## src/rtl/usrt_pkg.sv

```systemverilog
// Shared USRT constants and helpers: default synchroniser depth, default glitch
// filter length and the counter width function used by the edge detector.
package usrt_pkg;

    localparam int USRT_SYNC_STAGES_DEF = 2;
    localparam int USRT_FILTER_LEN_DEF  = 3;

    // Smallest width able to hold 0..n, never less than 1 bit.
    function automatic int usrt_cnt_w(input int n);
        int w;
        w = 1;
        for (int i = 1; i < 32; i++) begin
            if ((1 << w) <= n) w = i + 1;
        end
        return w;
    endfunction

endpackage

```

## src/rtl/usrt_edge_chan.sv

```systemverilog
// One USRT edge-detect channel: synchroniser, optional glitch filter and
// registered edge pulses. Filter is built only when USRT_EDGE_FILTER_EN is defined.
module usrt_edge_chan
    import usrt_pkg::*;
#(
    parameter int SYNC_STAGES = USRT_SYNC_STAGES_DEF,
    parameter int FILTER_LEN  = USRT_FILTER_LEN_DEF
) (
    input  logic clk,
    input  logic rst_n,
    input  logic usrt_clk,
    input  logic en,
    output logic usrt_level,
    output logic usrt_pedge,
    output logic usrt_nedge
);

    if (SYNC_STAGES < 2) begin : g_bad_sync
        $error("usrt_edge_chan: SYNC_STAGES must be >= 2");
    end
    if (FILTER_LEN < 1) begin : g_bad_filt
        $error("usrt_edge_chan: FILTER_LEN must be >= 1");
    end

    logic [SYNC_STAGES-1:0] sync_q;
    logic                   s;
    logic                   accept;
    logic                   level_q, level_d;
    logic                   pedge_q, pedge_d;
    logic                   nedge_q, nedge_d;

    always_ff @(posedge clk) begin
        if (!rst_n) sync_q <= '0;
        else        sync_q <= {sync_q[SYNC_STAGES-2:0], usrt_clk};
    end

    assign s = sync_q[SYNC_STAGES-1];

`ifdef USRT_EDGE_FILTER_EN
    localparam int CW = usrt_cnt_w(FILTER_LEN);

    logic [CW-1:0] cnt_q, cnt_d;

    // Counter holds the number of consecutive samples that disagreed with the level.
    always_comb begin
        cnt_d  = '0;
        accept = 1'b0;
        if (s != level_q) begin
            if (cnt_q == CW'(FILTER_LEN - 1)) accept = 1'b1;
            else                              cnt_d  = cnt_q + 1'b1;
        end
    end

    always_ff @(posedge clk) begin
        if (!rst_n) cnt_q <= '0;
        else        cnt_q <= cnt_d;
    end
`else
    assign accept = (s != level_q);
`endif

    always_comb begin
        level_d = accept ? s : level_q;
        pedge_d = accept &  s & en;
        nedge_d = accept & ~s & en;
    end

    always_ff @(posedge clk) begin
        if (!rst_n) begin
            level_q <= 1'b0;
            pedge_q <= 1'b0;
            nedge_q <= 1'b0;
        end else begin
            level_q <= level_d;
            pedge_q <= pedge_d;
            nedge_q <= nedge_d;
        end
    end

    assign usrt_level = level_q;
    assign usrt_pedge = pedge_q;
    assign usrt_nedge = nedge_q;

endmodule

```

## src/rtl/usrt_edge_detect.sv

```systemverilog
// Multi-channel USRT clock/strobe edge detector: CHANNELS independent
// usrt_edge_chan instances. Glitch filter enabled by defining USRT_EDGE_FILTER_EN.
module usrt_edge_detect
    import usrt_pkg::*;
#(
    parameter int CHANNELS    = 4,
    parameter int SYNC_STAGES = USRT_SYNC_STAGES_DEF,
    parameter int FILTER_LEN  = USRT_FILTER_LEN_DEF
) (
    input  logic                clk,
    input  logic                rst_n,
    input  logic [CHANNELS-1:0] usrt_clk,
    input  logic [CHANNELS-1:0] en,
    output logic [CHANNELS-1:0] usrt_level,
    output logic [CHANNELS-1:0] usrt_pedge,
    output logic [CHANNELS-1:0] usrt_nedge
);

    if (CHANNELS < 1) begin : g_bad_ch
        $error("usrt_edge_detect: CHANNELS must be >= 1");
    end
    if (SYNC_STAGES < 2) begin : g_bad_sync
        $error("usrt_edge_detect: SYNC_STAGES must be >= 2");
    end
    if (FILTER_LEN < 1) begin : g_bad_filt
        $error("usrt_edge_detect: FILTER_LEN must be >= 1");
    end

    for (genvar ch = 0; ch < CHANNELS; ch++) begin : g_chan
        usrt_edge_chan #(
            .SYNC_STAGES (SYNC_STAGES),
            .FILTER_LEN  (FILTER_LEN)
        ) u_chan (
            .clk        (clk),
            .rst_n      (rst_n),
            .usrt_clk   (usrt_clk[ch]),
            .en         (en[ch]),
            .usrt_level (usrt_level[ch]),
            .usrt_pedge (usrt_pedge[ch]),
            .usrt_nedge (usrt_nedge[ch])
        );
    end

endmodule
```

## config.mk

```make
export PLATFORM = sky130hd
export DESIGN_NAME = usrt_edge_detect
export DESIGN_NICKNAME = d
export VERILOG_FILES = /design/src/rtl/usrt_pkg.sv /design/src/rtl/usrt_edge_chan.sv /design/src/rtl/usrt_edge_detect.sv
export SDC_FILE = /design/constraint.sdc
export NUM_CORES = 1
export LEC_CHECK = 0
export ABC_AREA = 1
export CORE_MARGIN = 2
export CORE_UTILIZATION = 47
export DETAILED_ROUTE_END_ITERATION = 8
export PLACE_DENSITY_LB_ADDON = 0.25
export SKIP_CTS_REPAIR_TIMING = 1
export SYNTH_ARGS = -nofsm -noshare
export SYNTH_HDL_FRONTEND = slang
export SYNTH_HIERARCHICAL = 1
export SYNTH_SLANG_ARGS = --single-unit
export TNS_END_PERCENT = 50
```

## constraint.sdc

```tcl
create_clock -name clk -period 2.2 [get_ports clk]
set_clock_uncertainty 0.2 [all_clocks]
set_input_delay 0.44 -clock clk [delete_from_list [all_inputs] [get_ports clk]]
set_output_delay 0.44 -clock clk [all_outputs]
set_load 0.02 [all_outputs]
```

==> results.yml <==
grt:
  grt_pass1_wl_um: 1730
  number_of_global_route_vias_before_repair: 459
  grt_start_max_net_pins: 17
  antenna_violations_before_repair: 0
  grtUsageTotal: 0.126
  global_route.overflow_total: 0
sta:
  final.period_utilization: 0.886
  relSlewSlack: 0.590
  timing_worst_slew_pin_value_ns: 0.614
  period_needed_ns: 1.95
  setup-tns-final_ns: 0
  final.hold.worst_slack_ns: 0.225
  worst_slack_ns: 0.250
  setup_repair_after_global_routing_missed_its_margin: "no"
  final_max_slew_viol_count: 0
  achievable-frequency_ghz: 0.513
  finalHoldViolations: 0
  finalSetupViolCount: 0
routing:
  detail_route.wirelength_um: 1030
  drt-initial-drc-count: 3
  highest-signal-layer: "met4"
  routed-wl-met3_um: 65
  route.layer.met1.wl_um: 448
  antenna_violating_nets_post_route: 0
  met2_length_um: 496
  avgViaCountPerCell: 4.27
  dr.pass1.iters: 2
  drc_errors: 0
  routedWlPerCell_um: 7.95
  vias: 551
pwr:
  pwr-share-clk: 0.344
  power.ir.vdd_worst_mv: 0.625
  power_switching_share: 0.238
  power_density_nw_per_um2: 827
  internal_power_mw: 0.643
  power.static_leakage_nw: 0.509
  seq_power_share: 0.478
  comb_power_share: 0.178
  net-switching-power_mw: 0.200
floorplan:
  die_x_um: 43.6
  initial_core_util: 0.494
  std_cell_rows: 14
  boundaryPins: 22
  floorplan.die.height_um: 43.6
  core_ar_um2: 1490
  dieArea_um2: 1900
worst_hold_path:
  hold_class: "reg -> reg"
synthesis:
  yosys.area_share.simple: 0.218
  synth_area_per_cell_um2: 8.36
  synth-seq-area-share: 0.544
  post_synth_num_cell_types: 7
  postSynthRegisterBits: 20
  yosys-mux-area-fraction: 0
  synthTopCellsByArea: "sky130_fd_sc_hd__dfxtp_1 54%, sky130_fd_sc_hd__ha_1 14%, sky130_fd_sc_hd__nand2_1 12%"
  synth_area_leader_cell: "sky130_fd_sc_hd__dfxtp_1"
  synth.yosys.warnings: 6
  adder_cell_share_of_the_synthesized_area: 0.136
  netlist_area_um2: 736
  synthesis.instances: 88
  yosys.area.top_type_share: 0.544
  main_combinational_cell_family_by_area_after_synthesis: "simple AND/OR/NAND/NOR gates"
  post_synth_xor_area_fraction: 0
  postSynthNetCount: 106
  synth_compound_area_frac: 0
critical_path:
  critical_path.endpoint_type: "output port"
  cp.required_ns: 1.56
  start_kind: "flop"
  worst-endpoint-arrival_ns: 1.31
  cpMaxStageDelayCell: "sky130_fd_sc_hd__clkdlybuf4s50_1"
  timing.setup.critical_path_class: "reg -> out"
  crit_path_max_fanout: 3
  worst_path_largest_cell_delay_ns: 0.63
  critical_path_buf_inv_count: 1
  critical-path-top-delay-family: "buffers and inverters"
  crit_path_cell_trace: "clkdlybuf4s50_1"
placed_design:
  placement.cell_area_um2: 966
  port_buffers: 21
  dp_hpwl_um: 800
  dp_slack_ns: 0.385
  finalWeightedCongestion: 0.635
clocking:
  worstSkewPairLatency_ns: 0.29
  root_buffer: "sky130_fd_sc_hd__clkbuf_4"
  cts_tree: "yes"
  max-clock-path-buffers: 2
  cts.htree.levels: 1
  clock_slew_at_reported_path_ffs_ns: 0.11
  numCtsBuffers: 3
  number_of_clock_sinks: 20
finish:
  fin_area_um2: 1020
  final_net_count: 132
  fin_util: 0.684
  num_antenna_cells: 0
  share_of_final_layout_standard_cells_stronger_than_drive_strength_1: 0.142
  fillers: 117
  flow.area_growth_from_synthesis_pct: 38.4
status:
  outcome: "finished, final reports clean"
run:
  max_cap_violations: 0
[worst min-delay path, cell delays in order (launching register included)]
cell	delay, ns
sky130_fd_sc_hd__dfxtp_1	0.31
sky130_fd_sc_hd__nand2_1	0.05
sky130_fd_sc_hd__inv_1	0.03
[layer usage]
layer	up-vias	track usage
li1	302	-
met1	230	0.134
met2	17	0.206
met3	2	0.0417
met4	0	0.0909
met5	-	0
[Yosys cell counts]
cell type / count
sky130_fd_sc_hd__inv_2: 8
sky130_fd_sc_hd__dfxtp_1: 20
sky130_fd_sc_hd__nor2_1: 12
sky130_fd_sc_hd__inv_1: 12
sky130_fd_sc_hd__nor2_2: 4
sky130_fd_sc_hd__nand2_1: 24
sky130_fd_sc_hd__ha_1: 8
[path summary, 6_finish.rpt]
check	startpoint	to	slack (ns)	depth (start not counted)
min reg2reg	g_chan[1].u_chan/sync_q[0]	g_chan[1].u_chan/sync_q[1]	0.23	2
max	g_chan[1].u_chan/usrt_level	usrt_level[1]	0.25	1
min	g_chan[1].u_chan/sync_q[0]	g_chan[1].u_chan/sync_q[1]	0.23	2
max reg2reg	g_chan[2].u_chan/usrt_level	g_chan[2].u_chan/usrt_level	0.99	4
[metrics by stage]
| step | cells | power [mW] |
|---|---|---|
| after global placement | 125 | 0.555 |
| after CTS | 129 | 0.854 |
| after global routing | 129 | 0.885 |
| after floorplan | 88 | 0.496 |
| final | 129 | 0.843 |
| after detailed placement | 125 | 0.563 |
[state kept, by name (all words and copies together) (netlist names)]
| name | flops |
|---|---|
| g_chan.u_chan/sync_q | 8 |
| g_chan.u_chan/usrt_level | 4 |
| g_chan.u_chan/usrt_nedge | 4 |
| g_chan.u_chan/usrt_pedge | 4 |
[layout by cell type (no fill, tap or decap)]
cell	instances
sky130_fd_sc_hd__nand2_1	24
sky130_fd_sc_hd__clkdlybuf4s50_1	21
sky130_fd_sc_hd__dfxtp_1	20
sky130_fd_sc_hd__inv_1	12
sky130_fd_sc_hd__nor2_1	12
sky130_fd_sc_hd__inv_2	8
sky130_fd_sc_hd__ha_1	8
sky130_fd_sc_hd__nor2_2	4
sky130_fd_sc_hd__clkbuf_4	3
sky130_fd_sc_hd__bufinv_16	1
[power groups by stage]
| stage | clock network, mW | logic (mW) | registers (mW) |
|---|---|---|---|
| 2_1_floorplan | 0 | 0.0649 | 0.431 |
| 5_1_grt | 0.309 | 0.171 | 0.405 |
| 4_1_cts | 0.298 | 0.153 | 0.403 |
| 6_report | 0.290 | 0.150 | 0.403 |
| 3_5_place_dp | 0 | 0.152 | 0.411 |
| 3_3_place_gp | 0 | 0.145 | 0.410 |
[layout make-up]
type | instances | area (µm²) | area share
clock buffer | 3 | 22.5 | 0.0221
clock inverter | 1 | 30.0 | 0.0295
inverter | 20 | 75.1 | 0.0737
multi-input combinational | 48 | 260 | 0.256
sequential | 20 | 400 | 0.393
tap | 16 | 20.0 | 0.0197
timing repair buffer | 21 | 210 | 0.206
[cells by family (layout without fill, tap and decap cells)]
kind of cell	after synthesis	in the layout
simple gates	40	40
buf+inv	20	45
flops	20	20
fa+ha+maj	8	8
No activity file was read; power rests on OpenSTA's default activity.
